$ cat config.mk
export PLATFORM = sky130hd
export DESIGN_NAME = dmem_arbiter
export DESIGN_NICKNAME = d
export VERILOG_FILES = /design/src/rtl/dmem_arbiter.sv
export SDC_FILE = /design/constraint.sdc
export NUM_CORES = 1
export LEC_CHECK = 0
export CAP_MARGIN = 20
export CORE_AREA = 2 2 118 120
export CTS_BUF_LIST = sky130_fd_sc_hd__clkbuf_8
export CTS_CLUSTER_SIZE = 20
export DETAILED_ROUTE_END_ITERATION = 16
export DIE_AREA = 0 0 120 122
export GPL_TIMING_DRIVEN = 0
export SYNTH_ARGS = -nofsm -noshare
export SYNTH_HDL_FRONTEND = slang
export SYNTH_SLANG_ARGS = --single-unit
$ cat constraint.sdc
create_clock -name clk -period 2 [get_ports clk]
set_clock_uncertainty 0.1 [all_clocks]
set_input_delay 0.4 -clock clk [delete_from_list [all_inputs] [get_ports clk]]
set_output_delay 0.4 -clock clk [all_outputs]
set_load 0.01 [all_outputs]
$ cat src/rtl/dmem_arbiter.sv
// Data-RAM arbiter: port A (memory stage) over port B (DMA), with a starvation guard for B.
// Optional `DMEM_ARB_PERF_EN adds conflict_cnt / stall_cnt performance counters.
module dmem_arbiter #(
  parameter int unsigned STARVE_LIMIT = 4,
  parameter int unsigned ADDR_W       = 32
) (
  input  logic              clk,
  input  logic              rst_n,
  input  logic              a_req,
  input  logic              a_we,
  input  logic [ADDR_W-1:0] a_addr,
  input  logic [31:0]       a_wdata,
  output logic              a_gnt,
  output logic              a_stall,
  output logic              a_rvalid,
  output logic [31:0]       a_rdata,
  input  logic              b_req,
  input  logic              b_we,
  input  logic [ADDR_W-1:0] b_addr,
  input  logic [31:0]       b_wdata,
  output logic              b_gnt,
  output logic              b_rvalid,
  output logic [31:0]       b_rdata,
  output logic              ram_we,
  output logic [ADDR_W-1:0] ram_addr,
  output logic [31:0]       ram_wdata,
  input  logic [31:0]       ram_rdata
`ifdef DMEM_ARB_PERF_EN
  ,
  output logic [31:0]       conflict_cnt,
  output logic [31:0]       stall_cnt
`endif
);

  localparam logic [3:0] LIMIT = 4'(STARVE_LIMIT);

  typedef enum logic [1:0] {
    OWN_NONE = 2'd0,
    OWN_A    = 2'd1,
    OWN_B    = 2'd2
  } rd_owner_t;

  rd_owner_t  rd_owner, rd_owner_nxt;
  logic [3:0] starve_cnt, starve_nxt;
  logic       force_b;

  always_ff @(posedge clk or negedge rst_n) begin
    if (!rst_n) begin
      rd_owner   <= OWN_NONE;
      starve_cnt <= '0;
    end else begin
      rd_owner   <= rd_owner_nxt;
      starve_cnt <= starve_nxt;
    end
  end

  // Grants are qualified by rst_n so nothing reaches the RAM while reset is held.
  always_comb begin
    force_b = b_req & (starve_cnt == LIMIT);
    b_gnt   = rst_n & b_req & (~a_req | force_b);
    a_gnt   = rst_n & a_req & ~b_gnt;
    a_stall = a_req & ~a_gnt;

    ram_we    = 1'b0;
    ram_addr  = a_addr;
    ram_wdata = '0;
    if (b_gnt) begin
      ram_we    = b_we;
      ram_addr  = b_addr;
      ram_wdata = b_wdata;
    end else if (a_gnt) begin
      ram_we    = a_we;
      ram_addr  = a_addr;
      ram_wdata = a_wdata;
    end

    starve_nxt = '0;
    if (b_req && !b_gnt)
      starve_nxt = (starve_cnt == LIMIT) ? starve_cnt : starve_cnt + 4'd1;

    rd_owner_nxt = OWN_NONE;
    if (a_gnt && !a_we)
      rd_owner_nxt = OWN_A;
    else if (b_gnt && !b_we)
      rd_owner_nxt = OWN_B;
  end

  always_comb begin
    a_rvalid = (rd_owner == OWN_A);
    b_rvalid = (rd_owner == OWN_B);
    a_rdata  = a_rvalid ? ram_rdata : '0;
    b_rdata  = b_rvalid ? ram_rdata : '0;
  end

`ifdef DMEM_ARB_PERF_EN
  always_ff @(posedge clk or negedge rst_n) begin
    if (!rst_n) begin
      conflict_cnt <= '0;
      stall_cnt    <= '0;
    end else begin
      if (a_req && b_req) conflict_cnt <= conflict_cnt + 32'd1;
      if (a_stall)        stall_cnt    <= stall_cnt + 32'd1;
    end
  end
`endif

endmodule
==> results of run 1 <==
sequential cells by signal, summed over array words and instances, names as in the netlist:
name / flops
starve_cnt: 4
rd_owner: 2
final timing paths:
check,start,end,slack [ps],cells after the start
max reg2reg,starve_cnt[0],rd_owner[0],210,9
max,starve_cnt[0],ram_addr[19],-420,9
min in group clk,starve_cnt[3],starve_cnt[3],520,2
min,rst_n,starve_cnt[0],30,1
min reg2reg,starve_cnt[3],starve_cnt[3],520,2
max in group asynchronous,rst_n,rd_owner[0],1560,1
per-layer routing:
metal	share of wire [%]	global-route usage (%)	vias up
met1	34	13.1	1227
met4	1.1	2.87	0
li1	-	-	1320
met2	53	25.1	172
met5	0	0	-
met3	12	4.54	9
cell usage after synthesis (2+ instances only):
cell,n
sky130_fd_sc_hd__buf_6,7
sky130_fd_sc_hd__dfrtp_1,6
sky130_fd_sc_hd__nor3_1,2
sky130_fd_sc_hd__buf_4,3
sky130_fd_sc_hd__and2_1,64
sky130_fd_sc_hd__nand3_1,4
sky130_fd_sc_hd__inv_1,2
sky130_fd_sc_hd__nor2_1,2
sky130_fd_sc_hd__a22o_1,33
sky130_fd_sc_hd__nor2b_1,6
sky130_fd_sc_hd__ha_1,2
sky130_fd_sc_hd__mux2_2,32
sky130_fd_sc_hd__clkbuf_1,6
area by class of cell:
class / instances / area, um2
Buffer: 13 / 183
Multi-Input combinational cell: 158 / 1380
Inverter: 2 / 7.51
Fill cell: 1415 / 8490
Clock buffer: 3 / 41.3
Sequential cell: 6 / 150
Timing Repair Buffer: 334 / 3030
Tap cell: 180 / 225
power groups by stage:
| stage | combinational (mW) | sequential [mW] | clock [mW] |
|---|---|---|---|
| 4_1_cts | 0.962 | 0.141 | 0.186 |
| 3_3_place_gp | 0.930 | 0.144 | 0 |
| 5_1_grt | 1.07 | 0.143 | 0.197 |
| 3_5_place_dp | 0.935 | 0.145 | 0 |
| 2_1_floorplan | 0.301 | 0.142 | 0 |
| 6_report | 1.00 | 0.142 | 0.183 |
logic make-up after synthesis:
| logic type | Yosys count |
|---|---|
| multiplexers | 33 |
| adder cells (fa/ha/maj) | 2 |
| buffers and inverters | 19 |
| XOR/XNOR | 1 |
| AND/OR/NAND/NOR | 84 |
| AO/OA/AOI/OAI | 38 |
| flip-flops | 6 |
metrics by stage:
stage	worst slack (ps)	total power [mW]	hold WS [ps]
after floorplan	17.5	0.443	4.41
after global placement	-1190	1.07	472
after detailed placement	-1180	1.08	480
after CTS	-528	1.29	33.7
after global routing	-491	1.41	44.4
final	-416	1.32	30.8
timing repair:
| action | CTS | global route |
|---|---|---|
| pin swaps | 4 | 4 |
| setup buffers | 23 | 7 |
| gates resized for setup | 472 | 99 |
| setup endpoints to repair | 135 | 129 |
| endpoints found under the hold margin | 0 | 0 |
| gates cloned | 4 | 1 |
worst reg2reg max path, delay by kind of cell (launching register included):
| family | cells | cell delay, ps |
|---|---|---|
| buf+inv | 5 | 580 |
| flops | 1 | 380 |
| fa+ha+maj | 1 | 150 |
| simple gates | 3 | 450 |
==> results summary, run 1 <==
The run finished, with violations left. The final reports fail on setup timing. The pin count of the biggest net entering global routing is 13. The final cell count without fillers is 696. Among the stages of the critical path, the cell type that occurs most often is sky130_fd_sc_hd__buf_8. Of all cell types, the one taking the most synthesized area is sky130_fd_sc_hd__and2_1. The setup total negative slack came out at -23920 ps. The power density over cell area is 264 nW/um2. The proportion of synthesized flip-flops having asynchronous set or reset is 100%. Counting I/O delays and the setup requirement, the final critical path takes 2420 ps. The number of antenna diodes is 0. In the routed design, unresolved DRC markers number 0. The synthesized netlist devotes 21.4% of its cell area to compound gates. In the final layout, the share of cells above drive strength 1 is between 30% and 40%.

The leftover overflow at the end of global routing came out at 0. The routed wirelength normalized by instance count is 14.9 um. The initial antenna violation count came out at 0. The post-detailed-placement cell area came out at 4790 um2. The area of the die is 14600 um2. The number of violations reported at the end of detailed-routing iteration 0 is 29.

The detail route stage leaves a number of antenna-violating nets equal to 0. Sequential cells burn 10.7% of the power. The number of placed I/O pins came out at 300. Setup repair after global routing could not meet its margin everywhere. The region available for standard cell placement spans 13500 um2.

The die is around 120 um wide. Summed over all nets, the switching power comes to about 400 uW. The floorplan row count came out at 43.

The least setup slack across all paths after layout came out at -416 ps. Based on the critical path, the design can be clocked at up to 414 MHz. The global placement routability congestion is approximately 0.76.

The final core area utilization came out at a little under two fifths. In this run, synthesis produced a sequential element count of 6. The share of total power in the clock network is 13.8%. From bottom edge to top edge, the die measures 122 um.

The slowest library cell on the worst path is sky130_fd_sc_hd__dfrtp_1. The first global-routing pass estimated 14.9 mm of wire. The type of destination of the critical path is an output port.

Of the post-synthesis cell area, the part taken by muxes is 23.9%. Setup violations remaining at the end of the flow were counted as 67. The number of distinct library cell variants in the gate-level netlist after synthesis came out at 27. The number of buffers inserted by port buffering is ~300. The overall routing resource usage is around an eighth.

The fraction of power spent switching nets came out at 30.4%. The normalized max-slew margin came out at 82.3%. The hold buffer count at cts is 0.

From synthesis to final layout, the design area changed by 223%. The number of H-tree levels came out at 1. The static leakage came out at roughly 2.4 nW. The final-stage net count came out at 686.

The internal power summed over all cells is slightly above 900 uW. The xor and xnor fraction of the mapped netlist area is 0.565%. The post-placement cell count is 662. The total nets after synthesis is roughly 350. The critical-path maximum fanout is 6. The max-slew violation count was 0. The library cell used most frequently in the layout, excluding fill and tap cells, is sky130_fd_sc_hd__clkdlybuf4s50_1.

The number of clock sinks came out at 6. The mean area per synthesized cell is 8.48 um2. The synthesized area came out at 1550 um2. The adder-cell share of the synthesized area came out at 1.61%. The total number of yosys warnings came out at 0. The path type of the worst setup path is reg2out.

The half-perimeter wire length after placement is 8.61 mm. The top cell types in the final layout, fill and taps aside, are sky130_fd_sc_hd__clkdlybuf4s50_1 (162), sky130_fd_sc_hd__and2_1 (64), sky130_fd_sc_hd__buf_2 (52). By area, the combinational part of the netlist is dominated by simple AND/OR/NAND/NOR gates. The first TritonRoute pass finished after 4 iterations. The worst-case IR drop observed on VDD is around 0.13 mV. The final hold violation count came out at 0. The min-delay analysis places its worst path in the category in2async.

The pin slew with the least headroom to its limit is roughly 270 ps. Detailed routing inserted a total of 2728 vias. Dividing the detail-routed via count by the number of cells gives 3.92.

For this run, the register share of the synthesized area comes to around a tenth. The final instance area is 5020 um2. The kind of cell with the highest combined delay along the critical path is buffers and inverters. The worst path buffer plus inverter count is 5.

The synthesized instance count came out at around 180. The via count of the first global-routing pass came out at 2851. The portion of synthesized cell area occupied by the leading cell type came out at 25.8%.

For this configuration, the core starts out at a cell density of 11.5%. The root buffer selected by CTS is sky130_fd_sc_hd__clkbuf_8. The routed design has 10.4 mm of wire. The clock insertion delay at the later pin of the skew report is around 230 ps. Yosys mapped a number of flops with a built-in enable equal to 0. The simple-gate portion of the synthesized area is roughly a third. After synthesis, the cell types taking the most area are sky130_fd_sc_hd__and2_1 (26%), sky130_fd_sc_hd__mux2_2 (23%), sky130_fd_sc_hd__a22o_1 (19%). The delay of the slowest cell on the worst path came out at 380 ps. Walking the worst path, the cells encountered are inv_2 > ha_4 > nand3b_4 > a21oi_4 > buf_12 > buf_8 > buf_8 > mux2_4 > buf_6.

The CTS tree is built. The leading register cell type out of synthesis is sky130_fd_sc_hd__dfrtp_1. The maximum clock path buffer count is 2. The share of total power in combinational logic came out at 75.5%. For the worst setup path, the data required time is 1500 ps. The register clock-pin slew on the reported worst setup and hold paths came out at approximately 40 ps. The number of buffers created by CTS is 3. Data arrives at the worst endpoint at 1920 ps. The number of max-cap violations came out at 0. The worst path uses 121% of the clock period. The worst setup path is launched from a flip-flop.
Power figures use the tool's default switching activity.
==> run 2, diff against run 1 <==
- CAP_MARGIN: 20 -> 15
- TNS_END_PERCENT: default -> 20
==> run 2 against run 1 <==
The run still ends with setup timing left. Via count shrank 0.37%. Count of clock-buffer cells in the layout is the same. Non-clock buffer count shrank 5. Critical path type unchanged. Highest routed layer unchanged.
==> results summary, run 2 (synthesis gave the netlist of run 1 again) <==
The area of the die is 14600 um2 (unchanged). The type of destination of the critical path is an output port. The count of unresolved DRC violations after routing was 0 (unchanged). In the layout the commonest cells are sky130_fd_sc_hd__clkdlybuf4s50_1 (162), sky130_fd_sc_hd__dlygate4sd2_1 (67), sky130_fd_sc_hd__and2_1 (64).

The normalized max-slew margin came out at 82.1% (-0.11 points). The cell sitting at the root of the clock tree is a sky130_fd_sc_hd__clkbuf_8. The critical path startpoint category is a flip-flop. The half-perimeter wire length after placement came out at 8.61 mm (unchanged). The area inside the core boundary came out at 13500 um2 (unchanged). The internal power summed over all cells came to 923 uW (+0.11%). The number of detailed-route iterations in the first pass is 4 (unchanged). The vertical die dimension came out at 122 um (unchanged). The run finished, with violations left. The register clock-pin slew on the reported worst setup and hold paths is 40 ps (about the same). The setup total negative slack is -24340 ps (-417 ps).

The worst IR drop on VDD is 0.130 mV (-1.3%). The peak clock frequency supported by timing is 414 MHz (+0.11%). The overall power after layout is 1.32 mW (about the same). The initial core utilization came out at 11.5% (unchanged). The least setup slack across all paths after layout came to -413 ps (+2.77 ps). The worst slack at placement is -1180 ps (unchanged). The number of violations reported at the end of detailed-routing iteration 0 came to 27 (-6.9%). The area added between synthesis and finish came out at 228%. The most common cell after layout, fill and taps aside is sky130_fd_sc_hd__clkdlybuf4s50_1. Counting flops per register, the top entry is starve_cnt. Setup repair after global routing could not meet its margin everywhere. The switching power summed over all nets was 401 uW (-0.17%).

The first-pass GRT wire length is 14.8 mm (-1.1%). The leftover overflow at the end of global routing is 0 (unchanged). The number of clock sinks was 6 (unchanged). The floorplan row count came to 43 (unchanged). The initial antenna violation count is 0 (unchanged). The number of buffers created by CTS came to 3 (unchanged). The clock period minus worst slack came to 2410 ps (-2.77 ps). The residual antenna-violating net count after detailed routing came out at 0 (unchanged). The maximum clock path buffer count is 2 (unchanged).

The total via count in the routed design is 2718 (-0.37%). The path type of the worst setup path is reg2out. The fraction of power spent switching nets came out at 30.3% (-0.058 points). In the final layout, the registers with the most flip-flops are starve_cnt x4, rd_owner x2.

The flip-flop count of the largest register, all copies and words added is 4 (unchanged). The via count of the first global-routing pass is 2794 (-2.0%). The worst-case hold slack is 32.7 ps (+1.88 ps). The CTS tree is built.

The global placement routability congestion came out at 0.763 (unchanged). The share of total power in combinational logic is 75.6% (about the same). The power density over cell area is 260 nW/um2 (-1.4%). The final critical-path share of the clock period is 121% (-0.14 points). The data required time at the worst endpoint came out at 1500 ps (about the same). The pin slew with the least headroom to its limit is 268 ps (+1.62 ps). The number of max-cap violations is 0 (unchanged). The share of total power in the clock network came to 13.8% (about the same).

The clock insertion delay at the later pin of the skew report is 230 ps (about the same). The critical-path maximum fanout was 8 (+2). The number of H-tree levels is 1 (unchanged).

The final count of negative-setup-slack endpoints came out at 67 (unchanged). The hold buffer count at cts is 0 (unchanged). The number of placed I/O pins came out at 300 (unchanged). The max-slew violation count came out at 0 (unchanged). The final cell count without fillers came out at 691 (-0.72%). The path class of the tightest hold or removal check is in2async.

The routed via count divided by cell count came out at 3.93 (+0.35%). The number of cells traversed by the worst register-to-register path came out at 9 (unchanged). The width of the die is 120 um (unchanged). The share of post-route cells with drive strength above 1 came to 30.5% (-8.4 points). The sequential group share of total power is 10.7% (about the same). The number of antenna diodes was 0 (unchanged). The worst path arrival time is 1910 ps (about the same). The pin count of the biggest net entering global routing came to 13 (unchanged). The number of inserted filler cells in the final layout is 1417 (+0.14%). The static leakage is 2.53 nW (+7.3%). The overall routing resource usage is 12.7% (-0.20 points). The final hold violation count came out at 0 (unchanged). The routed wire length is 10.4 mm (+0.22%). The checks that failed: setup timing.

The post-placement cell count came out at 662 (unchanged). The routed wirelength normalized by instance count is 15.1 um (+0.95%). The number of buffers inserted by port buffering was 299 (unchanged). The final-stage net count came out at 681 (-0.73%).
==> run 2: cell count changes in the layout (fill, tap and decap cells not counted) <==
| cell | previous run | this run |
|---|---|---|
| sky130_fd_sc_hd__dlygate4sd2_1 | 7 | 67 |
| sky130_fd_sc_hd__clkdlybuf4s15_1 | 21 | 1 |
| sky130_fd_sc_hd__clkbuf_2 | 22 | 4 |
| sky130_fd_sc_hd__buf_2 | 52 | 36 |
| sky130_fd_sc_hd__buf_4 | 21 | 13 |
| sky130_fd_sc_hd__clkbuf_8 | 5 | 9 |
| sky130_fd_sc_hd__clkdlybuf4s15_2 | 5 | 1 |
| sky130_fd_sc_hd__buf_8 | 8 | 5 |
| sky130_fd_sc_hd__buf_12 | 3 | 4 |
| sky130_fd_sc_hd__buf_6 | 42 | 41 |
| sky130_fd_sc_hd__mux2_2 | 10 | 9 |
| sky130_fd_sc_hd__mux2_4 | 22 | 23 |
==> run 2: worst paths after layout <==
| check | from | endpoint | slack [ps] |
|---|---|---|---|
| max | starve_cnt[0] | ram_addr[7] | -410 |
| min | rst_n | starve_cnt[0] | 30 |
| min reg2reg | starve_cnt[3] | starve_cnt[3] | 520 |
| max in group asynchronous | rst_n | rd_owner[0] | 1560 |
| min in group clk | starve_cnt[3] | starve_cnt[3] | 520 |
| max reg2reg | starve_cnt[0] | rd_owner[0] | 210 |
==> run 2: layout make-up <==
class / instances / area, um2 / area share (%)
Multi-Input combinational cell: 158 / 1390 / 27.3
Buffer: 15 / 220 / 4.33
Timing Repair Buffer: 327 / 3060 / 60.1
Sequential cell: 6 / 150 / 2.95
Inverter: 2 / 7.51 / 0.147
Clock buffer: 3 / 41.3 / 0.811
Tap cell: 180 / 225 / 4.42
==> run 2: what timing repair did <==
action / CTS / global route
gates cloned: 4 / 1
endpoints found under the setup margin: 135 / 126
gates resized for setup: 400 / 50
pin swaps: 5 / 7
setup buffers: 13 / 10
==> run 2: power groups by stage <==
| stage | clock network [mW] | registers, mW | logic [mW] |
|---|---|---|---|
| after global placement | 0 | 0.144 | 0.930 |
| final | 0.182 | 0.142 | 1.00 |
| after floorplan | 0 | 0.142 | 0.301 |
| after detailed placement | 0 | 0.145 | 0.935 |
| after global routing | 0.197 | 0.143 | 1.07 |
| after CTS | 0.186 | 0.141 | 0.959 |
==> run 2: layer usage <==
metal,GRT usage (%),up-vias,part of all wire (%)
met4,2.87,0,1.1
met5,0,-,0
met1,12.9,1231,34
met2,24.5,166,54
li1,-,1312,-
met3,4.59,9,11
==> run 2: critical path, cell delays in order, from the launching register on <==
cell and delay (ps):
sky130_fd_sc_hd__dfrtp_1 380, sky130_fd_sc_hd__inv_2 80, sky130_fd_sc_hd__ha_4 150, sky130_fd_sc_hd__nand3b_4 100, sky130_fd_sc_hd__a21oi_4 160, sky130_fd_sc_hd__buf_12 150, sky130_fd_sc_hd__buf_12 130, sky130_fd_sc_hd__buf_6 100
sky130_fd_sc_hd__mux2_4 300, sky130_fd_sc_hd__buf_6 120
==> run 2: stage by stage <==
stage | area [um2] | utilization (%)
floorplan | 1580 | -
global placement | 4790 | 35.5
detailed placement | 4790 | 35.5
CTS | 4930 | 36.5
global route | 5090 | 37.7
finish | 5090 | 37.7
